--- src/rtl/uart_rx_pkg.sv ---
// ----------------------------------------------------------------------------
// uart_rx_pkg
// Shared definitions for the UART receive controller: the FSM state
// encoding, the position of the sampler enable window and of the point
// where the sampler's voted bit is consumed, relative to mid-bit.
//
// Contents:
//   PRESCALE_W        width of the oversampling ratio / edge counter
//   CP_OFFSET         consume point = prescale/2 + CP_OFFSET
//   WIN_LO_OFFSET     sampler window starts at prescale/2 - WIN_LO_OFFSET
//   WIN_HI_OFFSET     sampler window ends   at prescale/2 + WIN_HI_OFFSET
//   rx_state_e        FSM state encoding
//   consume_point()   edge count at which sampled_bit is valid
//   in_sample_window() true while the data sampler must be enabled
// ----------------------------------------------------------------------------
package uart_rx_pkg;

    localparam int PRESCALE_W    = 6;
    localparam int CP_OFFSET     = 2;
    localparam int WIN_LO_OFFSET = 2;
    localparam int WIN_HI_OFFSET = 1;

    typedef enum logic [2:0] {
        ST_IDLE   = 3'd0,
        ST_START  = 3'd1,
        ST_DATA   = 3'd2,
        ST_PARITY = 3'd3,
        ST_STOP   = 3'd4
    } rx_state_e;

    // The sampler's vote appears one enable after its window closes, so the
    // controller reads it one count past the end of the window.
    function automatic logic [PRESCALE_W-1:0] consume_point(
        input logic [PRESCALE_W-1:0] prescale
    );
        return (prescale >> 1) + PRESCALE_W'(CP_OFFSET);
    endfunction

    function automatic logic in_sample_window(
        input logic [PRESCALE_W-1:0] edge_cnt,
        input logic [PRESCALE_W-1:0] prescale
    );
        logic [PRESCALE_W-1:0] half;
        half = prescale >> 1;
        return (edge_cnt >= half - PRESCALE_W'(WIN_LO_OFFSET)) &&
               (edge_cnt <= half + PRESCALE_W'(WIN_HI_OFFSET));
    endfunction

endpackage

--- src/rtl/edge_bit_counter.sv ---
// ----------------------------------------------------------------------------
// edge_bit_counter
// Oversampling timebase for the UART receiver. While enabled, edge_cnt runs
// 0..prescale-1 and wraps; every wrap advances bit_cnt. While disabled both
// counters are held at zero, so the first enabled cycle starts a bit at 0.
//
// Ports:
//   clk       system clock, rising edge
//   rst       asynchronous reset, active low
//   enable    count enable (receiver busy with a frame)
//   prescale  oversampling ratio (8, 16 or 32)
//   edge_cnt  position inside the current bit
//   bit_cnt   index of the current bit within the frame (start bit = 0)
// ----------------------------------------------------------------------------
module edge_bit_counter
    import uart_rx_pkg::*;
#(
    parameter int BIT_W = 4
) (
    input  logic                  clk,
    input  logic                  rst,
    input  logic                  enable,
    input  logic [PRESCALE_W-1:0] prescale,
    output logic [PRESCALE_W-1:0] edge_cnt,
    output logic [BIT_W-1:0]      bit_cnt
);

    logic wrap;

    assign wrap = (edge_cnt == prescale - PRESCALE_W'(1));

    always_ff @(posedge clk or negedge rst) begin
        if (!rst) begin
            edge_cnt <= '0;
            bit_cnt  <= '0;
        end else if (!enable) begin
            edge_cnt <= '0;
            bit_cnt  <= '0;
        end else if (wrap) begin
            edge_cnt <= '0;
            bit_cnt  <= bit_cnt + BIT_W'(1);
        end else begin
            edge_cnt <= edge_cnt + PRESCALE_W'(1);
        end
    end

endmodule

--- src/rtl/uart_rx_ctrl.sv ---
// ----------------------------------------------------------------------------
// uart_rx_ctrl
// Receive-side controller of an oversampling UART. Detects the start edge,
// steers an external majority-vote data sampler, deserializes the data bits
// LSB first, checks optional parity and the stop bit, and presents each good
// word with a one-cycle valid pulse.
//
//   state  | meaning
//   -------+---------------------------------------------------------------
//   IDLE   | line idle, waiting for rx_in low
//   START  | start bit; a high vote at the consume point is a glitch
//   DATA   | shifting in DATA_WIDTH bits, LSB first
//   PARITY | comparing the parity bit against the received word
//   STOP   | checking the stop bit, releasing the word at the bit's end
//
// Ports:
//   clk             system clock, rising edge
//   rst             asynchronous reset, active low
//   rx_in           raw serial line (start-edge detection only)
//   prescale        oversampling ratio: 8, 16 or 32, static during a frame
//   par_en          parity bit present
//   par_typ         0 = even parity, 1 = odd parity
//   sampled_bit     majority-voted bit from the data sampler
//   data_sample_en  enable for the data sampler
//   p_data          last good received word
//   data_valid      one-cycle pulse when p_data is updated
//   par_err         parity error of the last frame (held until next start)
//   stp_err         stop-bit error of the last frame (held until next start)
// ----------------------------------------------------------------------------
module uart_rx_ctrl
    import uart_rx_pkg::*;
#(
    parameter int DATA_WIDTH = 8
) (
    input  logic                  clk,
    input  logic                  rst,
    input  logic                  rx_in,
    input  logic [PRESCALE_W-1:0] prescale,
    input  logic                  par_en,
    input  logic                  par_typ,
    input  logic                  sampled_bit,
    output logic                  data_sample_en,
    output logic [DATA_WIDTH-1:0] p_data,
    output logic                  data_valid,
    output logic                  par_err,
    output logic                  stp_err
);

    // bit_cnt must reach DATA_WIDTH + 2 (start, data, parity, stop).
    localparam int BIT_W = $clog2(DATA_WIDTH + 3);

    rx_state_e             state;
    rx_state_e             state_next;
    logic [PRESCALE_W-1:0] edge_cnt;
    logic [BIT_W-1:0]      bit_cnt;
    logic [DATA_WIDTH-1:0] shift_reg;
    logic                  cnt_en;
    logic                  at_cp;
    logic                  at_wrap;
    logic                  in_win;
    logic                  last_data_bit;
    logic                  start_frame;
    logic                  shift_en;
    logic                  load_par;
    logic                  load_stp;
    logic                  frame_end;

    assign cnt_en        = (state != ST_IDLE);
    assign at_cp         = (edge_cnt == consume_point(prescale));
    assign at_wrap       = (edge_cnt == prescale - PRESCALE_W'(1));
    assign in_win        = in_sample_window(edge_cnt, prescale);
    assign last_data_bit = (bit_cnt == BIT_W'(DATA_WIDTH));

    edge_bit_counter #(
        .BIT_W (BIT_W)
    ) u_edge_bit_counter (
        .clk      (clk),
        .rst      (rst),
        .enable   (cnt_en),
        .prescale (prescale),
        .edge_cnt (edge_cnt),
        .bit_cnt  (bit_cnt)
    );

    always_ff @(posedge clk or negedge rst) begin
        if (!rst) begin
            state <= ST_IDLE;
        end else begin
            state <= state_next;
        end
    end

    always_comb begin
        state_next     = state;
        data_sample_en = 1'b0;
        start_frame    = 1'b0;
        shift_en       = 1'b0;
        load_par       = 1'b0;
        load_stp       = 1'b0;
        frame_end      = 1'b0;
        case (state)
            ST_IDLE: begin
                if (!rx_in) begin
                    start_frame = 1'b1;
                    state_next  = ST_START;
                end
            end
            ST_START: begin
                data_sample_en = in_win;
                if (at_cp && sampled_bit) begin
                    state_next = ST_IDLE;
                end else if (at_wrap) begin
                    state_next = ST_DATA;
                end
            end
            ST_DATA: begin
                data_sample_en = in_win;
                shift_en       = at_cp;
                if (at_wrap && last_data_bit) begin
                    state_next = par_en ? ST_PARITY : ST_STOP;
                end
            end
            ST_PARITY: begin
                data_sample_en = in_win;
                load_par       = at_cp;
                if (at_wrap) begin
                    state_next = ST_STOP;
                end
            end
            ST_STOP: begin
                data_sample_en = in_win;
                load_stp       = at_cp;
                if (at_wrap) begin
                    frame_end  = 1'b1;
                    state_next = ST_IDLE;
                end
            end
            default: begin
                state_next = ST_IDLE;
            end
        endcase
    end

    // Flags are updated at the consume point, well before the stop-bit wrap,
    // so frame_end sees the final error status of this frame.
    always_ff @(posedge clk or negedge rst) begin
        if (!rst) begin
            shift_reg  <= '0;
            p_data     <= '0;
            data_valid <= 1'b0;
            par_err    <= 1'b0;
            stp_err    <= 1'b0;
        end else begin
            data_valid <= 1'b0;
            if (start_frame) begin
                par_err <= 1'b0;
                stp_err <= 1'b0;
            end
            if (shift_en) begin
                shift_reg <= DATA_WIDTH'({sampled_bit, shift_reg} >> 1);
            end
            if (load_par) begin
                par_err <= ((^shift_reg) ^ par_typ) != sampled_bit;
            end
            if (load_stp) begin
                stp_err <= !sampled_bit;
            end
            if (frame_end && !par_err && !stp_err) begin
                data_valid <= 1'b1;
                p_data     <= shift_reg;
            end
        end
    end

endmodule

--- config.mk ---
export PLATFORM = sky130hd
export DESIGN_NAME = uart_rx_ctrl
export DESIGN_NICKNAME = d
export VERILOG_FILES = /design/src/rtl/uart_rx_pkg.sv /design/src/rtl/edge_bit_counter.sv /design/src/rtl/uart_rx_ctrl.sv
export SDC_FILE = /design/constraint.sdc
export NUM_CORES = 1
export LEC_CHECK = 0
export CORE_ASPECT_RATIO = 1.4
export CORE_MARGIN = 2
export CORE_UTILIZATION = 30
export CTS_BUF_LIST = sky130_fd_sc_hd__clkbuf_16
export CTS_CLUSTER_SIZE = 16
export DETAILED_ROUTE_END_ITERATION = 8
export GPL_TIMING_DRIVEN = 0
export PLACE_DENSITY = 0.58
export SETUP_SLACK_MARGIN = 0.15
export SLEW_MARGIN = 10
export SYNTH_ARGS = -nofsm -noshare
export SYNTH_HDL_FRONTEND = slang
export SYNTH_SLANG_ARGS = --single-unit
export TNS_END_PERCENT = 20
--- constraint.sdc ---
create_clock -name clk -period 2.9 [get_ports clk]
set_input_delay 0.435 -clock clk [delete_from_list [all_inputs] [get_ports clk]]
set_output_delay 0.435 -clock clk [all_outputs]
set_load 0.03 [all_outputs]
==> results of run 1 <==
==> power groups by stage <==
stage,sequential [mW],clock (mW),combinational [mW]
after global placement,0.596,0,0.748
final,0.591,0.482,0.832
after CTS,0.589,0.498,0.785
after global routing,0.603,0.516,0.945
after detailed placement,0.595,0,0.762
after floorplan,0.593,0,0.568
==> worst max-delay path, delay by kind of cell <==
family / cells / cell delay (ns)
adder cells (fa/ha/maj): 2 / 0.48
AO/OA/AOI/OAI: 5 / 0.83
AND/OR/NAND/NOR: 1 / 0.11
buffers and inverters: 4 / 0.42
==> timing repair <==
action,CTS,global route
buffers inserted,1,5
pin swaps,1,7
endpoints found under the setup margin,27,9
gates resized for setup,34,23
==> synthesized netlist by cell type (2+ instances only) <==
cell | instances | area, um^2
and3_1 | 2 | 12.5
ha_1 | 21 | 263
o21ai_0 | 9 | 45.0
buf_6 | 2 | 22.5
nand2_1 | 8 | 30.0
xor2_1 | 8 | 70.1
clkbuf_1 | 6 | 22.5
dfrtp_1 | 32 | 801
nor2_1 | 18 | 67.6
nor4b_4 | 2 | 47.6
inv_1 | 15 | 56.3
a21oi_1 | 3 | 15.0
xnor2_1 | 26 | 228
or2_2 | 2 | 12.5
nand4_1 | 3 | 18.8
o41ai_1 | 3 | 26.3
nand3_1 | 8 | 40.0
buf_2 | 2 | 10.0
nand2b_1 | 2 | 12.5
o211ai_1 | 2 | 15.0
o21a_1 | 5 | 37.5
nor2b_1 | 4 | 25.0
nor3_1 | 3 | 15.0
mux2_2 | 16 | 180
o22ai_1 | 2 | 12.5
==> layer usage <==
metal  track usage [%]  up-vias  part of all wire [%]
met4              3.83        0                   1.3
met1              16.1      833                    42
met2              23.2       34                    53
met5                 0        -                     0
li1                  -      844                     -
met3              2.63        6                   3.7
==> logic make-up (layout without fill, tap and decap cells) <==
| family | count (synthesis) | in the layout | synth area share (%) |
|---|---|---|---|
| and+or+nand+nor | 57 | 57 | 14.4 |
| muxes | 17 | 17 | 8.49 |
| xor gates and xnor gates | 34 | 34 | 13.3 |
| DFF | 32 | 32 | 35.8 |
| buffers and inverters | 25 | 61 | 4.97 |
| AOI/OAI and AO/OA | 36 | 36 | 11.3 |
| adders and majority gates | 21 | 21 | 11.7 |
==> final timing paths <==
kind,startpoint,to,slack (ns)
max reg2reg,u_edge_bit_counter.edge_cnt[3]$_DFF_PN0_,state[1]$_DFFE_PN0P_,0.39
min reg2reg,p_data[2]$_DFFE_PN0P_,p_data[2]$_DFFE_PN0P_,0.51
max in group asynchronous,rst,u_edge_bit_counter.edge_cnt[0]$_DFF_PN0_,2.17
min,rst,p_data[6]$_DFFE_PN0P_,0.22
max,prescale[2],data_sample_en,0.17
min in group clk,p_data[2]$_DFFE_PN0P_,p_data[2]$_DFFE_PN0P_,0.51
==> layout make-up <==
cell class,instances,area (um^2)
fill,764,4410
buffer,10,57.6
inverter,15,73.8
multi-input combinational,165,1440
clock inverter,3,11.3
tap,97,121
timing repair buffer,28,272
sequential,32,802
clock buffer,5,125
==> insert_results.sql, run 1 <==
INSERT INTO impl_metrics (metric_group, metric, value, unit) VALUES
('routing', 'routed_wire_length_per_instance', '13.8', 'um'),
('cts', 'cts_hold_buffers', '0', ''),
('worst_hold_path', 'hold_path.class', 'in2async', ''),
('final_layout', 'fraction_of_final_layout_cells_sized_beyond_drive_strength_1', '23.3', '%'),
('cts', 'cts_tree', 'done', ''),
('final_layout', 'areaGrowthSynthToFinish', '29.5', '%'),
('synth', 'synthesis.area', '0.00224', 'mm^2'),
('critical_path', 'cp-end-kind', 'output port', ''),
('placement', 'preCtsSetupSlack', '-1.18', 'ns'),
('status', 'run_status', 'complete, no violations', ''),
('cts', 'max-clock-path-buffers', '2', ''),
('power', 'power.density', '657', 'mW/mm^2'),
('synth', 'instance_count_of_the_mapped_netlist', '222', ''),
('grt', 'first_global_vias', '1803', ''),
('synth', 'synth.avg_cell_area', '10.1', 'um^2'),
('final_layout', 'num-nets-final', '290', ''),
('sta', 'max_slew.worst_pin.slew', '0.911', 'ns'),
('die', 'die_y', '106', 'um'),
('sta', 'max_slew_margin', '38.8', '%'),
('placement', 'postPlaceCellArea', '0.00259', 'mm^2'),
('die', 'die_area', '0.00818', 'mm^2'),
('critical_path', 'critical_path.cell_chain', 'buf_12 -> clkinv_8 -> ha_4 -> inv_2 -> ha_4 -> nor2b_4 -> o21a_1 -> o21a_1 -> o21ai_2 -> a21oi_2 -> a2111oi_4 -> buf_4', ''),
('sta', 'fin_hold_ws', '0.221', 'ns'),
('sta', 'skew', '0.00443', 'ns'),
('flow_run', 'max-cap-violations', '0', ''),
('sta', 'max_freq', '366', 'MHz'),
('sta', 'layout_setup_ws', '0.171', 'ns'),
('power', 'p_switching', '0.702', 'mW'),
('critical_path', 'timing.critical_path.from_type', 'primary input', ''),
('cts', 'clkTransAtPathRegs', '0.05', 'ns'),
('critical_path', 'critical_path.max_stage_delay', '0.25', 'ns'),
('final_layout', 'final_cell_count_no_fill', '355', ''),
('die', 'die_x', '77.0', 'um'),
('placement', 'hpwlAfterDp', '3520', 'um'),
('power', 'vdd_ir_drop_max', '0.398', 'mV'),
('grt', 'grt_first_pass_wirelength', '8690', 'um'),
('routing', 'drt_iter0_drc', '54', ''),
('synth', 'postSynthNetCount', '255', ''),
('power', 'power.share.switching', '36.8', '%'),
('power', 'clkPwrFrac', '25.3', '%'),
('power', 'power_leakage', '1.25', 'nW'),
('power', 'pwr-share-comb', '43.7', '%'),
('synth', 'ys_ff_latch', '32', ''),
('critical_path', 'critical_path_arrival', '2.29', 'ns'),
('cts', 'tritoncts.num_buffers', '5', ''),
('sta', 'fin_crit', '2.73', 'ns'),
('power', 'internal_power_of_the_cells', '1.20', 'mW'),
('die', 'rows', '37', ''),
('cts', 'clock_tree.root_cell', 'clkbuf_16', ''),
('sta', 'finalHoldViolCount', '0', ''),
('grt', 'grt_max_degree', '33', ''),
('cts', 'clock_latency', '0.28', 'ns'),
('critical_path', 'r2r.worst_path.cells', '7', ''),
('placement', 'weighted_congestion_reported_at_the_end_of_routability_driven_placement', '0.816', ''),
('cts', 'clock_sinks', '32', ''),
('routing', 'route.detailed.vias_per_inst', '4.84', ''),
('placement', 'port_buffers', '22', ''),
('sta', 'timing.final.crit_share', '94.1', '%'),
('critical_path', 'critical-path-slowest-cell', 'ha_4', ''),
('final_layout', 'layout_commonest_cell', 'dfrtp_1', ''),
('die', 'core_area', '0.00731', 'mm^2'),
('final_layout', 'post_layout_util', '39.7', '%'),
('routing', 'drt_pass1_iterations', '4', ''),
('grt', 'initial_antenna_violation_count', '0', ''),
('grt', 'track_usage', '13.1', '%'),
('routing', 'num_vias', '1717', ''),
('grt', 'globalRouteOverflowTotal', '0', ''),
('power', 'power.share.sequential', '31.0', '%'),
('synth', 'yosysSeqAreaShare', '35.8', '%'),
('placement', 'place_inst', '341', ''),
('final_layout', 'postLayoutCellArea', '0.00290', 'mm^2');
Note: power is estimated with default switching activity, not from simulation.
==> run 2: changes to the inputs <==
- DONT_BUFFER_PORTS: unset -> 1
- PLACE_DENSITY: 0.58 -> 0.54
- SLEW_MARGIN: 10 -> unset
==> run 2 against run 1 <==
  * Clock-buffer cell count unchanged
  * Register-to-register slack got worse by 0.08 ns
  * Clock skew increased by 0.0035 ns
  * Sequential power rose by 3.6%
  * Cell count fell by 6.5%
  * First-iteration DRC count shrank 33%
  * Core utilization decreased by 3.8 points
  * Combinational power is 11% lower
  * Critical endpoint unchanged
  * Sequential cell count is the same
  * Non-clock buffer count down 23
  * Routed wire length shrank 1.6%
  * Highest routed layer unchanged
==> insert_results.sql, run 2 (synthesis results as in run 1) <==
INSERT INTO impl_metrics (metric_group, metric, value, unit) VALUES
('power', 'power.share.switching', '37.4', '%'),
('critical_path', 'cp.required', '2.47', 'ns'),
('sta', 'max_slew.worst_pin.slew', '0.926', 'ns'),
('routing', 'drt_iter0_drc', '36', ''),
('sta', 'fin_hold_ws', '0.311', 'ns'),
('placement', 'weighted_congestion_reported_at_the_end_of_routability_driven_placement', '0.774', ''),
('grt', 'grt_max_degree', '33', ''),
('routing', 'num_vias', '1631', ''),
('critical_path', 'timing.critical_path.from_type', 'primary input', ''),
('routing', 'routed_wirelength', '4820', 'um'),
('die', 'rows', '37', ''),
('sta', 'max_slew_margin', '37.8', '%'),
('final_layout', 'final_cell_count_no_fill', '332', ''),
('sta', 'setup_tns', '0', 'ns'),
('cts', 'clock_tree.root_cell', 'clkbuf_16', ''),
('sta', 'max_freq', '356', 'MHz'),
('final_layout', 'post_layout_util', '35.8', '%'),
('final_layout', 'fraction_of_final_layout_cells_sized_beyond_drive_strength_1', '20.9', '%'),
('sta', 'skew', '0.00796', 'ns'),
('routing', 'routed_wire_length_per_instance', '14.5', 'um'),
('die', 'core_area', '0.00731', 'mm^2'),
('cts', 'clkTransAtPathRegs', '0.05', 'ns'),
('die', 'die_area', '0.00818', 'mm^2'),
('grt', 'initial_antenna_violation_count', '0', ''),
('placement', 'hpwlAfterDp', '3460', 'um'),
('grt', 'first_global_vias', '1688', ''),
('final_layout', 'multi_input_comb_area', '0.00139', 'mm^2'),
('worst_hold_path', 'hold_path.class', 'in2reg', ''),
('sta', 'timing.final.crit_share', '96.8', '%'),
('final_layout', 'areaGrowthSynthToFinish', '16.9', '%'),
('grt', 'grt_first_pass_wirelength', '8170', 'um'),
('sta', 'layout_setup_ws', '0.0919', 'ns'),
('power', 'clkPwrFrac', '26.8', '%'),
('grt', 'globalRouteOverflowTotal', '0', ''),
('critical_path', 'critical_path_arrival', '2.37', 'ns'),
('power', 'power_leakage', '1.13', 'nW'),
('placement', 'place_inst', '319', ''),
('final_layout', 'n_antenna_cell', '0', ''),
('placement', 'preCtsSetupSlack', '-0.183', 'ns'),
('placement', 'port_buffers', '0', ''),
('critical_path', 'crit_type', 'in2out', ''),
('placement', 'postPlaceCellArea', '0.00238', 'mm^2'),
('grt', 'track_usage', '12.3', '%'),
('power', 'p_switching', '0.691', 'mW'),
('routing', 'route.detailed.vias_per_inst', '4.91', ''),
('final_layout', 'filler_cell_count', '776', ''),
('cts', 'cts_htree_levels', '2', ''),
('power', 'pwr-share-comb', '40.1', '%'),
('final_layout', 'area.sequential', '803', 'um^2'),
('final_layout', 'top_library_cells_by_usage_in_the_layout_fill_and_taps_aside', 'dfrtp_1, xnor2_1, nor2_1, ha_1, mux2_2', ''),
('cts', 'clock_latency', '0.28', 'ns'),
('final_layout', 'layout_commonest_cell', 'dfrtp_1', ''),
('sta', 'fin_crit', '2.81', 'ns'),
('status', 'run_status', 'complete, no violations', ''),
('die', 'die_y', '106', 'um'),
('die', 'io_pins', '24', ''),
('flow_run', 'max-cap-violations', '0', ''),
('sta', 'grt_setup_unrepaired', 'true', ''),
('routing', 'total_drc_errors_in_the_routed_layout', '0', ''),
('final_layout', 'num-nets-final', '267', ''),
('cts', 'max-clock-path-buffers', '2', ''),
('sta', 'finalHoldViolCount', '0', ''),
('final_layout', 'postLayoutCellArea', '0.00262', 'mm^2'),
('cts', 'clock_sinks', '32', ''),
('cts', 'cts_tree', 'done', ''),
('routing', 'drt_pass1_iterations', '4', ''),
('critical_path', 'timing.critical_path.fanout_max', '5', ''),
('sta', 'setup_viol_count_final', '0', ''),
('power', 'design_power_total', '1.85', 'mW'),
('power', 'vdd_ir_drop_max', '0.374', 'mV'),
('routing', 'drt.antenna.violating_nets', '0', ''),
('critical_path', 'cp-end-kind', 'output port', ''),
('die', 'initial_utilization', '30.6', '%'),
('power', 'power.density', '706', 'mW/mm^2'),
('die', 'die_x', '77.0', 'um'),
('power', 'internal_power_of_the_cells', '1.16', 'mW'),
('power', 'power.share.sequential', '33.1', '%'),
('sta', 'drv_slew', '0', ''),
('cts', 'tritoncts.num_buffers', '5', '');
## run 2: per-layer routing
layer  vias up  share of wire (%)  global-route usage (%)
met3         7                5.5                    3.23
met4         0                1.4                    3.83
met1       795                 42                    14.7
met5         -                  0                       0
met2        34                 51                    21.6
li1        795                  -                       -
## run 2: worst paths after layout
check,from,endpoint,slack [ns],depth (start not counted)
max in group asynchronous,rst,u_edge_bit_counter.edge_cnt[1]$_DFF_PN0_,2.10,2
min in group asynchronous,rst,shift_reg[7]$_DFFE_PN0P_,0.62,2
hold reg to reg,u_edge_bit_counter.bit_cnt[3]$_DFFE_PN0P_,u_edge_bit_counter.bit_cnt[3]$_DFFE_PN0P_,0.53,2
setup / recovery,prescale[1],data_sample_en,0.09,10
setup reg to reg,u_edge_bit_counter.edge_cnt[3]$_DFF_PN0_,state[1]$_DFFE_PN0P_,0.31,7
hold / removal,sampled_bit,shift_reg[7]$_DFFE_PN0P_,0.31,1
## run 2: critical path: stages
cell        delay, ns
clkinvlp_4       0.11
ha_4             0.29
inv_2            0.04
ha_4             0.20
nor2b_1          0.12
o21a_1           0.16
o21a_1           0.17
o21ai_2          0.15
a21oi_2          0.10
a2111oi_4        0.60
## run 2: repair_timing
| item | 4_1_cts | 5_1_grt |
|---|---|---|
| setup buffers | 2 | 1 |
| pin swaps | 1 | 4 |
| resized for setup | 1 | 11 |
| endpoints found under the setup margin | 9 | 10 |
| hold endpoints to repair | 32 | 0 |
| hold buffers | 2 | 0 |
| gates cloned | 0 | 0 |
## run 2: cell type report
cell class / count / share of cell area, %
plain buffers: 10 / 2.10
clock inverters: 3 / 0.573
repair buffers: 5 / 2.01
flip-flops and latches: 32 / 30.7
well taps: 97 / 4.63
clock buffers: 5 / 4.78
multi-input cells: 165 / 52.9
inverters: 15 / 2.29
## run 2: power groups by stage
stage                     combinational (mW)  clock [mW]  sequential (mW)
after floorplan                        0.568           0            0.593
after global placement                 0.675           0            0.621
after detailed placement               0.683           0            0.621
after CTS                              0.704       0.507            0.615
after global routing                   0.829       0.522            0.624
final                                  0.741       0.494            0.612
